==> src/rtl/uart_pkg.sv <==
// uart_pkg: shared types and constants for the parameterised UART receiver.
//   rx_state_t       receiver FSM state encoding
//   DATA_BITS_MIN/MAX  legal range of data bits per frame
//   OVERSAMPLE_MIN/MAX legal range of ticks per bit period (even values only)
package uart_pkg;

  typedef enum logic [2:0] {
    IDLE   = 3'd0,
    START  = 3'd1,
    DATA   = 3'd2,
    PARITY = 3'd3,
    STOP   = 3'd4
  } rx_state_t;

  localparam int unsigned DATA_BITS_MIN  = 5;
  localparam int unsigned DATA_BITS_MAX  = 9;
  localparam int unsigned OVERSAMPLE_MIN = 8;
  localparam int unsigned OVERSAMPLE_MAX = 16;

endpackage

==> src/rtl/uart_rx_sync.sv <==
// uart_rx_sync: two-flop synchroniser for the asynchronous serial line plus a
// falling-edge detector on the synchronised value.
// Ports:
//   clk_i   clock
//   rst_ni  asynchronous active-low reset; all flops reset to 1 (line idle)
//   rx_i    raw asynchronous serial line
//   rx_o    synchronised line level
//   fall_o  one-cycle pulse when the synchronised line goes high -> low
module uart_rx_sync (
  input  logic clk_i,
  input  logic rst_ni,
  input  logic rx_i,
  output logic rx_o,
  output logic fall_o
);

  logic meta;
  logic sync;
  logic prev;

  always_ff @(posedge clk_i or negedge rst_ni) begin
    if (!rst_ni) begin
      meta <= 1'b1;
      sync <= 1'b1;
      prev <= 1'b1;
    end else begin
      meta <= rx_i;
      sync <= meta;
      prev <= sync;
    end
  end

  assign rx_o   = sync;
  assign fall_o = prev & ~sync;

endmodule

==> src/rtl/uart_rx_param.sv <==
// uart_rx_param: oversampling UART receiver with a valid/ready output holding
// register, framing/parity error flags and an overrun pulse.
// Optional feature: define UART_RX_PARITY_EN to expect one parity bit after the
// data bits (parity_odd_i selects odd/even); otherwise parity_err_o is 0.
// Ports:
//   clk_i         clock
//   rst_ni        asynchronous active-low reset
//   rx_i          asynchronous serial line, idle high
//   tick_i        oversampling strobe, Oversample strobes per bit
//   parity_odd_i  1 = odd parity, 0 = even parity
//   rx_data_o     received word (LSB first on the line)
//   rx_valid_o    rx_data_o and the error flags are valid
//   rx_ready_i    consumer accepts the held word
//   frame_err_o   a stop bit of the held word sampled low
//   parity_err_o  the held word failed its parity check
//   overrun_o     one-cycle pulse: a completed frame was dropped
//   busy_o        receiver is inside a frame
module uart_rx_param
  import uart_pkg::*;
#(
  parameter int unsigned DataBits   = 8,
  parameter int unsigned Oversample = 16,
  parameter int unsigned StopBits   = 1
) (
  input  logic                clk_i,
  input  logic                rst_ni,
  input  logic                rx_i,
  input  logic                tick_i,
  input  logic                parity_odd_i,
  output logic [DataBits-1:0] rx_data_o,
  output logic                rx_valid_o,
  input  logic                rx_ready_i,
  output logic                frame_err_o,
  output logic                parity_err_o,
  output logic                overrun_o,
  output logic                busy_o
);

  localparam int unsigned TW = $clog2(Oversample);
  localparam int unsigned BW = $clog2(DataBits + 1);

  localparam logic [TW-1:0] TICK_MID  = TW'(Oversample / 2 - 1);
  localparam logic [TW-1:0] TICK_LAST = TW'(Oversample - 1);
  localparam logic [TW-1:0] TICK_ONE  = TW'(1);
  localparam logic [BW-1:0] LAST_BIT  = BW'(DataBits - 1);
  localparam logic [BW-1:0] LAST_STOP = BW'(StopBits - 1);
  localparam logic [BW-1:0] BIT_ONE   = BW'(1);

  rx_state_t           state;
  rx_state_t           state_next;
  logic                rx;
  logic                fall;
  logic [TW-1:0]       tick_cnt;
  logic [BW-1:0]       bit_cnt;
  logic [DataBits-1:0] shreg;
  logic                frame_acc;
  logic                bit_tick;
  logic                shift_en;
  logic                stop_sample;
  logic                done;
  logic                load;
  logic [DataBits-1:0] data_hold;
  logic                valid_hold;
  logic                frame_err_hold;
  logic                overrun;

  uart_rx_sync u_sync (
    .clk_i  (clk_i),
    .rst_ni (rst_ni),
    .rx_i   (rx_i),
    .rx_o   (rx),
    .fall_o (fall)
  );

  // Tick on which a data/parity/stop bit is sampled (mid-bit, since the
  // counter was restarted at the middle of the start bit).
  assign bit_tick = tick_i && (tick_cnt == TICK_LAST);

  // --- FSM state register
  always_ff @(posedge clk_i or negedge rst_ni) begin
    if (!rst_ni) begin
      state <= IDLE;
    end else begin
      state <= state_next;
    end
  end

  // --- FSM next-state logic
  always_comb begin
    state_next = state;
    case (state)
      IDLE:   if (fall) state_next = START;
      START:  if (tick_i && (tick_cnt == TICK_MID)) state_next = rx ? IDLE : DATA;
`ifdef UART_RX_PARITY_EN
      DATA:   if (bit_tick && (bit_cnt == LAST_BIT)) state_next = PARITY;
      PARITY: if (bit_tick) state_next = STOP;
`else
      DATA:   if (bit_tick && (bit_cnt == LAST_BIT)) state_next = STOP;
`endif
      // Leaving mid stop bit lets the next start edge be seen immediately.
      STOP:   if (bit_tick && (bit_cnt == LAST_STOP)) state_next = IDLE;
      default: state_next = IDLE;
    endcase
  end

  // --- FSM outputs
  always_comb begin
    busy_o      = (state != IDLE);
    shift_en    = (state == DATA) && bit_tick;
    stop_sample = (state == STOP) && bit_tick;
    done        = (state == STOP) && bit_tick && (bit_cnt == LAST_STOP);
  end

  // A completed frame loads unless the previous word is still held and not
  // being accepted in this same cycle.
  assign load = done && (!valid_hold || rx_ready_i);

  // --- Counters and shift register
  always_ff @(posedge clk_i or negedge rst_ni) begin
    if (!rst_ni) begin
      tick_cnt  <= '0;
      bit_cnt   <= '0;
      shreg     <= '0;
      frame_acc <= 1'b0;
    end else begin
      case (state)
        IDLE: begin
          tick_cnt  <= '0;
          bit_cnt   <= '0;
          frame_acc <= 1'b0;
        end
        START:   if (tick_i) tick_cnt <= (tick_cnt == TICK_MID) ? '0 : tick_cnt + TICK_ONE;
        default: if (tick_i) tick_cnt <= bit_tick ? '0 : tick_cnt + TICK_ONE;
      endcase
      if (shift_en) begin
        shreg   <= {rx, shreg[DataBits-1:1]};
        bit_cnt <= (bit_cnt == LAST_BIT) ? '0 : bit_cnt + BIT_ONE;
      end
      if (stop_sample) begin
        bit_cnt <= bit_cnt + BIT_ONE;
        if (!rx) frame_acc <= 1'b1;
      end
    end
  end

  // --- Output holding register and handshake
  always_ff @(posedge clk_i or negedge rst_ni) begin
    if (!rst_ni) begin
      data_hold      <= '0;
      valid_hold     <= 1'b0;
      frame_err_hold <= 1'b0;
      overrun        <= 1'b0;
    end else begin
      overrun <= 1'b0;
      if (load) begin
        data_hold      <= shreg;
        frame_err_hold <= frame_acc | ~rx;
        valid_hold     <= 1'b1;
      end else if (done) begin
        overrun <= 1'b1;
      end else if (valid_hold && rx_ready_i) begin
        valid_hold <= 1'b0;
      end
    end
  end

`ifdef UART_RX_PARITY_EN
  logic parity_acc;
  logic parity_err_hold;

  // Error when the data bits plus parity bit do not have the requested sense.
  always_ff @(posedge clk_i or negedge rst_ni) begin
    if (!rst_ni) begin
      parity_acc      <= 1'b0;
      parity_err_hold <= 1'b0;
    end else begin
      if ((state == PARITY) && bit_tick) parity_acc <= ((^shreg) ^ rx) != parity_odd_i;
      if (load) parity_err_hold <= parity_acc;
    end
  end

  assign parity_err_o = parity_err_hold;
`else
  logic unused_parity_odd;
  assign unused_parity_odd = parity_odd_i;
  assign parity_err_o      = 1'b0;
`endif

  assign rx_data_o   = data_hold;
  assign rx_valid_o  = valid_hold;
  assign frame_err_o = frame_err_hold;
  assign overrun_o   = overrun;

endmodule

==> config.mk <==
export PLATFORM = sky130hd
export DESIGN_NAME = uart_rx_param
export DESIGN_NICKNAME = d
export VERILOG_FILES = /design/src/rtl/uart_pkg.sv /design/src/rtl/uart_rx_sync.sv /design/src/rtl/uart_rx_param.sv
export SDC_FILE = /design/constraint.sdc
export NUM_CORES = 1
export LEC_CHECK = 0
export CAP_MARGIN = 15
export CELL_PAD_IN_SITES_DETAIL_PLACEMENT = 0
export CELL_PAD_IN_SITES_GLOBAL_PLACEMENT = 1
export CORE_MARGIN = 5
export CORE_UTILIZATION = 43
export CTS_CLUSTER_DIAMETER = 100
export DETAILED_ROUTE_END_ITERATION = 12
export GPL_TIMING_DRIVEN = 0
export PLACE_DENSITY = 0.84
export SYNTH_ARGS = -nofsm -noshare
export SYNTH_HDL_FRONTEND = slang
export SYNTH_SLANG_ARGS = --single-unit
==> constraint.sdc <==
create_clock -name clk_i -period 2.2 [get_ports clk_i]
set_clock_uncertainty 0.2 [all_clocks]
set_input_delay 0.44 -clock clk_i [delete_from_list [all_inputs] [get_ports clk_i]]
set_output_delay 0.44 -clock clk_i [all_outputs]
set_load 0.01 [all_outputs]
# --- Yosys cells after proc, flatten, opt, wreduce, memory -nomap -nowiden ---
# Cells that the tools add are included.
# Widths: inputs -> output; s select.
op_classes:
  addsub: 2
  reduce_logical: 20
  order_cmp: 0
  eq_ne: 12
  mux: 23
  shifts: 0
  n_bitwise: 3
  n_div: 0
  mul: 0
op_table:
  columns: ["operator", "n"]
  rows:
  - ["$mux 4", 8]
  - ["$mux 3", 4]
  - ["$pmux 3 s4", 1]
  - ["$ne 2x2->1 const B", 5]
  - ["$logic_and 1x1->1", 9]
  - ["$add 4x1->4 const B", 2]
  - ["$eq 4x3->1 const B", 2]
  - ["$mux 1", 8]
  - ["$pmux 4 s2", 1]
  - ["$reduce_bool 3->1", 2]
  - ["$eq 4x4->1 const B", 1]
  - ["$logic_not 4->1", 1]
  - ["$reduce_and 2->1", 2]
  - ["$reduce_and 4->1", 1]
  - ["$reduce_bool 2->1", 2]
  - ["$eq 3x1->1 const B", 1]
  - ["$eq 3x2->1 const B", 1]
  - ["$eq 3x3->1 const B", 1]
  - ["$logic_not 3->1", 1]
  - ["$mux 2", 1]
  - ["$ne 2x1->1 const B", 1]
  - ["$and 1x1->1", 1]
  - ["$logic_not 1->1", 1]
  - ["$logic_or 1x1->1", 1]
  - ["other kinds (2)", 2]
totals:
  register_bits: 34
  elab_cells: 72
  input_bits: 6
  romBits: 0
  output_inout_bits: 13
  mem_count: 0
  ramBits: 0
  latch_bits: 0

# --- Longest topological paths before layout ---
# Gate-level depths: netlist of run 1.
depth:
  ltp_word: 7
  depth_mapped: 6
  mapped_depth_nobuf: 6

# --- Hierarchy ---
# A second synthesis of run 1 with hierarchy kept.
unflattened:
  hier_cells: 129
  hier_area_um2: 1550.2
modules_own_cells:
  columns: ["module", "area_per_inst_um2", "instances", "cells_per_inst", "seq_area_each_um2"]
  rows:
  - ["uart_rx_param", 1457.6, 1, 125, 775.7]
  - ["uart_rx_sync", 92.6, 1, 4, 78.8]

# --- Worst setup path before layout of run 1 ---
# No wires, ideal clock.
synth_timing:
  path_kind: "register -> register"
  from: "register tick_cnt[0]"
  to: "register shreg[0]"
  path_slack_ps: 255
  required_ps: 1875
  setup_ps: 125
  path_stages_with_launch: 5
  synth_period_minus_slack_ps: 1945
  arrival_time_ps: 1621
  n_path_buf: 0
  cell_sequence: "dfrtp_1 -> ha_1 -> nand4_4 -> nor4b_4 -> mux2_2"
synth_between:
  elab_chain_cells: 3
synth_lines:
  columns: ["element", "line_no", "rtl"]
  rows:
  - ["start: declaration", "uart_rx_param.sv:53", "logic [TW-1:0] tick_cnt;"]
  - ["start signal: assignment", "uart_rx_param.sv:132", "START: if (tick_i) tick_cnt <= (tick_cnt == TICK_MID) ? '0 : tick_cnt + TICK_ONE;"]
  - ["start signal: assignment", "uart_rx_param.sv:133", "default: if (tick_i) tick_cnt <= bit_tick ? '0 : tick_cnt + TICK_ONE;"]
  - ["$eq 4x4->1", "uart_rx_param.sv:77", "assign bit_tick = tick_i && (tick_cnt == TICK_LAST);"]
  - ["$logic_and 1x1->1", "uart_rx_param.sv:77", null]
  - ["$logic_and 1x1->1", "uart_rx_param.sv:109", "shift_en = (state == DATA) && bit_tick;"]
  - ["end signal: assignment", "uart_rx_param.sv:136", "shreg <= {rx, shreg[DataBits-1:1]};"]
  - ["end: declaration", "uart_rx_param.sv:55", "logic [DataBits-1:0] shreg;"]
# No other way between the ends.
# A chain may end at the register's enable or synchronous reset.

# --- Final worst setup path of run 1 ---
layout_timing:
  from: "register state[1]"
  to: "output port busy_o"
layout_between:
  elab_chain_cells: 1
layout_lines:
  columns: ["element", "line_no", "rtl"]
  rows:
  - ["start: declaration", "uart_rx_param.sv:49", "rx_state_t state;"]
  - ["start signal: assignment", "uart_rx_param.sv:84", "state <= state_next;"]
  - ["$reduce_bool 3->1", "uart_rx_param.sv:108", "busy_o = (state != IDLE);"]
  - ["end: declaration", "uart_rx_param.sv:36", "output logic busy_o"]
# No other way between the ends.

==> impl_metrics.toml, run 1 <==
[clock_network]
clk_pin_slew_ns = 0.10
clock-sinks = 34
cts_root_buf = "clkbuf_4"
insertion_delay_ns = 0.34
clockBufferDepth = 2
htree_num_levels = 2
tritoncts = "yes"
cts_buffers = 5

[floorplanning]
row_count = 21
fp.dieH_um = 69.8
design.core.area_um2 = 3390
ios = 19
start_util_pct = 45.3
dieWidth_um = 69.8
die_area_um2 = 4870

[synthesis]
synth_cells = 129
syn_area_per_cell_um2 = 11.9
async_flop_share_pct = 100
syn_nets = 138
synth_enable_flop_cells = 0
synth_warnings = 0
ys.flop_type = "dfrtp_1"
syn_area_um2 = 1540
synth.distinct_cells = 35
seq_area_frac_synth_pct = 55.7
yosys_register_bits = 34

[place]
port_buffers = 15
gp_congestion = 0.785
dpl_worst_slack_ns = -0.153
hpwl_um = 1940

[grt]
use_met3_pct = 3.62
met2_usage_pct = 19.8
grt_pass1_wl_um = 4950
antenna_found_initial = 0
grt_max_degree = 35
use_met1_pct = 16.2
top_usage_layer = "met2"
grtUsageTotal_pct = 12.7
grt_overflow = 0
grt_pass1_vias = 1087

[route]
wl_per_cell_um = 13.9
vias = 1062
drtIter0Drc = 50
firstDrtPassIters = 4
via_per_inst = 5.28
wirelength_um = 2790
post-route-drc-count = 0
ant_nets = 0

[critical_path]
endpoint_kind = "output port"
cpMaxStageDelayCell = "dfrtp_2"
cp-start-kind = "flip-flop"
crit_chain = "or2_4 > nor2_4 > inv_1 > clkdlybuf4s15_1"
required_ns = 1.56
critPathMaxStageDelay_ns = 0.46
critPathMaxFanout = 8
crit_arrival_ns = 1.48
path_class = "reg -> out"

[cells_and_area]
fin_util_pct = 55.0
layout-area-overhead-vs-synth_pct = 21.5
antenna_cells = 0
drive_gt1_share_pct = 30.3
final_nets = 163

[job]
drv_cap = 0

[sta]
finalSetupViolations = 0
max_slew_margin_pct = 51.5
fmax_mhz = 471
fin_hold_ws_ns = 0.160
period_share_pct = 96.4
period_minus_slack_ns = 2.12
tns_ns = 0
finalHoldViolations = 0
rsz0062_at_grt = "false"
timing.final.ws_setup_ns = 0.0784
maxSlewViolCount = 0
tightest_slew_ns = 0.728

[status]
outcome = "finished, final reports clean"

[pwr]
clkPwrFrac_pct = 28.0
power.density_nw_per_um2 = 697
share_seq_of_total_power_pct = 55.9
vdd_drop_max_mv = 0.460
combinationalPowerShare_pct = 16.0
swShare_pct = 30.0
leakage_nw = 0.840
internal-power_mw = 0.910
p_switching_mw = 0.390

[hold_path]
min_path_type = "reg -> reg"
==> timing repair <==
item / CTS / global route
pin swaps: 1 / 2
resized for setup: 6 / 4
endpoints found under the setup margin: 1 / 18
hold buffers: 1 / 0
buffers inserted: 2 / 3
endpoints found under the hold margin: 31 / 0
==> layout by cell type (no fill, tap or decap), types with 2 or more instances in the layout <==
cell type,n
dfrtp_1,29
mux2_2,17
clkdlybuf4s50_1,13
nand2_1,11
nor2_1,10
o21ai_0,6
buf_4,6
nand3_1,5
clkbuf_4,5
inv_1,4
buf_2,3
a21oi_1,3
dfstp_2,3
nand4_4,2
nand2b_1,2
a31oi_1,2
a221oi_1,2
nor3_1,2
nand3b_1,2
a41oi_1,2
xor2_1,2
ha_1,2
dfrtp_2,2
==> layer usage <==
| layer | wire [µm] | share of wire [%] |
|---|---|---|
| met5 | 0 | 0 |
| met4 | 42 | 1.5 |
| met3 | 103 | 3.7 |
| met2 | 1380 | 50 |
| met1 | 1260 | 45 |
==> worst max-delay path, delay by kind of cell, from the launching register on <==
family,cells,cell delay [ns]
simple gates,2,0.41
flops,1,0.46
buf+inv,2,0.28
==> final timing paths <==
kind,cells past startpoint,from,slack [ns],to
worst max-delay path,4,state[1]$_DFFE_PN0P_,0.08,busy_o
worst min-delay path,0,u_sync.meta$_DFF_PN1_,0.16,u_sync.rx_o$_DFF_PN1_
worst max register to register,5,tick_cnt[0]$_DFFE_PN0P_,0.17,shreg[3]$_DFFE_PN0P_
worst min register to register,0,u_sync.meta$_DFF_PN1_,0.16,u_sync.rx_o$_DFF_PN1_
max in group asynchronous,2,rst_ni,0.80,state[1]$_DFFE_PN0P_
min in group asynchronous,2,rst_ni,0.49,bit_cnt[0]$_DFFE_PN0P_
==> final cells by class <==
cell class                 instances  area (µm²)
multi-input combinational         85         662
buffer                             3        17.5
timing repair buffer              21         193
fill                             286        1520
clock buffer                       6        51.3
clock inverter                     2        12.5
inverter                           4        15.0
tap                               46        57.6
sequential                        34         857
==> state kept, by name, summed over array words and instances, names as in the netlist <==
name         count
overrun_o        1
frame_acc        1
u_sync.prev      1
state            3
frame_err_o      1
tick_cnt         4
u_sync.rx_o      1
rx_data_o        8
u_sync.meta      1
bit_cnt          4
shreg            8
rx_valid_o       1
==> cells in the mapped netlist (2+ instances only) <==
library cell   n  area, µm²
a221oi_1       2       17.5
nand2b_1       2       12.5
ha_1           3       37.5
dfstp_2        3       78.8
nor2_1        11       41.3
nand2_1       11       41.3
inv_1          4       15.0
a31oi_1        2       12.5
o21ai_0        6       30.0
nor3_1         2       10.0
a41oi_1        2       17.5
dfrtp_1       31        776
a21oi_1        3       15.0
buf_2          3       15.0
nand3_1        5       25.0
mux2_2        17        191
xor2_1         2       17.5
clkbuf_1       2       7.51
nand3b_1       2       15.0
==> power by group through the flow <==
stage / logic (mW) / clock network, mW / registers [mW]
after floorplan: 0.158 / 0 / 0.705
after global routing: 0.239 / 0.404 / 0.737
final: 0.209 / 0.364 / 0.727
after detailed placement: 0.220 / 0 / 0.714
after global placement: 0.211 / 0 / 0.710
after CTS: 0.207 / 0.380 / 0.726
==> cell families (layout without fill, tap and decap cells) <==
kind of cell	after synthesis	after routing	share of synthesized area [%]
mux	18	18	13.1
other cells	1	1	0.244
buf+inv	10	36	2.93
flops	34	34	55.7
compound gates	20	20	8.97
xor+xnor	2	2	1.14
simple gates	41	41	15.5
fa+ha+maj	3	3	2.45
==> through the flow <==
stage / cell area [µm²] / power, mW / instances
final: 1870 / 1.30 / 201
after CTS: 1830 / 1.31 / 198
after detailed placement: 1740 / 0.934 / 190
after global placement: 1740 / 0.920 / 190
after floorplan: 1540 / 0.862 / 129
after global routing: 1870 / 1.38 / 201
Power figures use the tool's default switching activity.
==> run 2, diff against run 1 <==
- PLACE_DENSITY: 0.84 -> 0.86
==> run 2 against run 1 <==
Compared with the run above:
- power rose by 5.9%
- worst hold slack improved by 0.0012 ns
- count of clock-buffer cells in the layout rose by 1
- utilization rose by 0.074 points
- clock power rose by 23%
- critical path depth did not move
- setup slack got worse by 0.019 ns
- final cell count fell by 0.50%
- sequential share of layout area fell by 0.061 points
- routed wire length rose by 4.3%
- register-to-register slack got worse by 0.08 ns
- critical endpoint unchanged
- highest routed layer unchanged
==> impl_metrics.toml, run 2 (synthesized netlist as in run 1, its figures left out) <==
[status]
outcome = "finished, final reports clean"

[critical_path]
required_ns = 1.56
crit_buf_inv = 2
endpoint_kind = "output port"
path_class = "reg -> out"
critPathMaxStageDelay_ns = 0.43
critPathMaxFanout = 4
crit_chain = "or2_4 > nor2_4 > inv_1 > dlygate4sd2_1"
cp-start-kind = "flip-flop"
crit_arrival_ns = 1.50
crit_family = "flip-flops"
cpMaxStageDelayCell = "dfrtp_2"

[pwr]
leakage_nw = 0.838
vdd_drop_max_mv = 0.567
p_switching_mw = 0.386
power.density_nw_per_um2 = 737
clkPwrFrac_pct = 32.6
combinationalPowerShare_pct = 14.6
internal-power_mw = 0.990
swShare_pct = 28.0
share_seq_of_total_power_pct = 52.8

[sta]
period_share_pct = 97.3
finalHoldViolations = 0
finalSetupViolations = 0
tightest_slew_ns = 0.740
maxSlewViolCount = 0
max_slew_margin_pct = 50.7
period_minus_slack_ns = 2.14
fmax_mhz = 467
fin_hold_ws_ns = 0.162

[route]
via_per_inst = 5.31
firstDrtPassIters = 4
ant_nets = 0
wl_per_cell_um = 14.6
wirelength_um = 2910
drtIter0Drc = 41
post-route-drc-count = 0
vias = 1061

[floorplanning]
dieWidth_um = 69.8
fp.dieH_um = 69.8
start_util_pct = 45.3
design.core.area_um2 = 3390
ios = 19
row_count = 21
die_area_um2 = 4870

[clock_network]
cts_root_buf = "clkbuf_4"
clk_pin_slew_ns = 0.10
insertion_delay_ns = 0.33
clock-sinks = 34
clockBufferDepth = 2
tritoncts = "yes"
cts_buffers = 5
htree_num_levels = 2

[grt]
grt_pass1_wl_um = 5150
grt_pass1_vias = 1135
grtUsageTotal_pct = 13.1
grt_overflow = 0
grt_max_degree = 35
antenna_found_initial = 0

[cells_and_area]
mostFrequentLayoutCells = "dfrtp_1, mux2_2, clkdlybuf4s50_1"
final_common_cell = "dfrtp_1"
drive_gt1_share_pct = 28.6
final_nets = 162
fillers = 279
fin_util_pct = 55.1
antenna_cells = 0
layout-area-overhead-vs-synth_pct = 21.7

[place]
hpwl_um = 1930
port_buffers = 15
gp_congestion = 0.788

[job]
drv_cap = 0

[hold_path]
min_path_type = "reg -> reg"
## run 2: stage by stage
stage               power [mW]  instances  setup TNS (ns)  cell area [µm²]  worst slack (ns)
global placement         0.918        190           -4.52             1740            -0.143
CTS                       1.38        198               0             1840           0.00322
finish                    1.38        200               0             1870            0.0595
floorplan                0.862        129               0             1540             0.255
global route              1.45        200         -0.0123             1870          -0.00707
detailed placement       0.934        190          -0.148             1740            -0.148
## run 2: final timing paths
kind | startpoint | endpoint | slack (ns) | cells past startpoint
worst min register to register | u_sync.meta$_DFF_PN1_ | u_sync.rx_o$_DFF_PN1_ | 0.16 | 0
worst max-delay path | state[2]$_DFFE_PN0P_ | busy_o | 0.06 | 4
max in group asynchronous | rst_ni | state[1]$_DFFE_PN0P_ | 0.79 | 2
min in group asynchronous | rst_ni | bit_cnt[0]$_DFFE_PN0P_ | 0.50 | 2
worst max register to register | tick_cnt[0]$_DFFE_PN0P_ | shreg[4]$_DFFE_PN0P_ | 0.09 | 5
worst min-delay path | u_sync.meta$_DFF_PN1_ | u_sync.rx_o$_DFF_PN1_ | 0.16 | 0
## run 2: worst reg2reg max path, cell delays in order (launching register included)
cell	delay, ns
dfrtp_1	0.44
ha_2	0.28
nand4_4	0.17
nor4b_4	0.37
buf_4	0.21
mux2_2	0.33
## run 2: timing repair
| action | CTS | global route |
|---|---|---|
| hold buffers | 1 | 0 |
| pin swaps | 0 | 1 |
| buffers inserted | 2 | 2 |
| setup endpoints to repair | 1 | 17 |
| endpoints found under the hold margin | 31 | 0 |
| gates resized for setup | 6 | 3 |
## run 2: layout make-up
class	instances	area (µm²)	share of cell area, %
Multi-Input combinational cell	85	662	35.4
Timing Repair Buffer	20	184	9.85
Tap cell	46	57.6	3.08
Sequential cell	34	857	45.9
Buffer	3	17.5	0.938
Clock inverter	1	30.0	1.61
Clock buffer	7	45.0	2.41
Inverter	4	15.0	0.804
## run 2: power groups by stage
| stage | registers, mW | clock network, mW | logic, mW |
|---|---|---|---|
| after detailed placement | 0.713 | 0 | 0.221 |
| after global placement | 0.709 | 0 | 0.209 |
| after global routing | 0.738 | 0.482 | 0.233 |
| after floorplan | 0.705 | 0 | 0.158 |
| after CTS | 0.725 | 0.456 | 0.201 |
| final | 0.727 | 0.448 | 0.201 |
## run 2: per-layer routing
metal	part of all wire [%]	vias to the layer above	global-route usage [%]
li1	-	508	-
met1	46	524	16.7
met2	49	24	21.2
met3	3.7	5	3.62
met4	1.2	0	5.32
met5	0	-	0
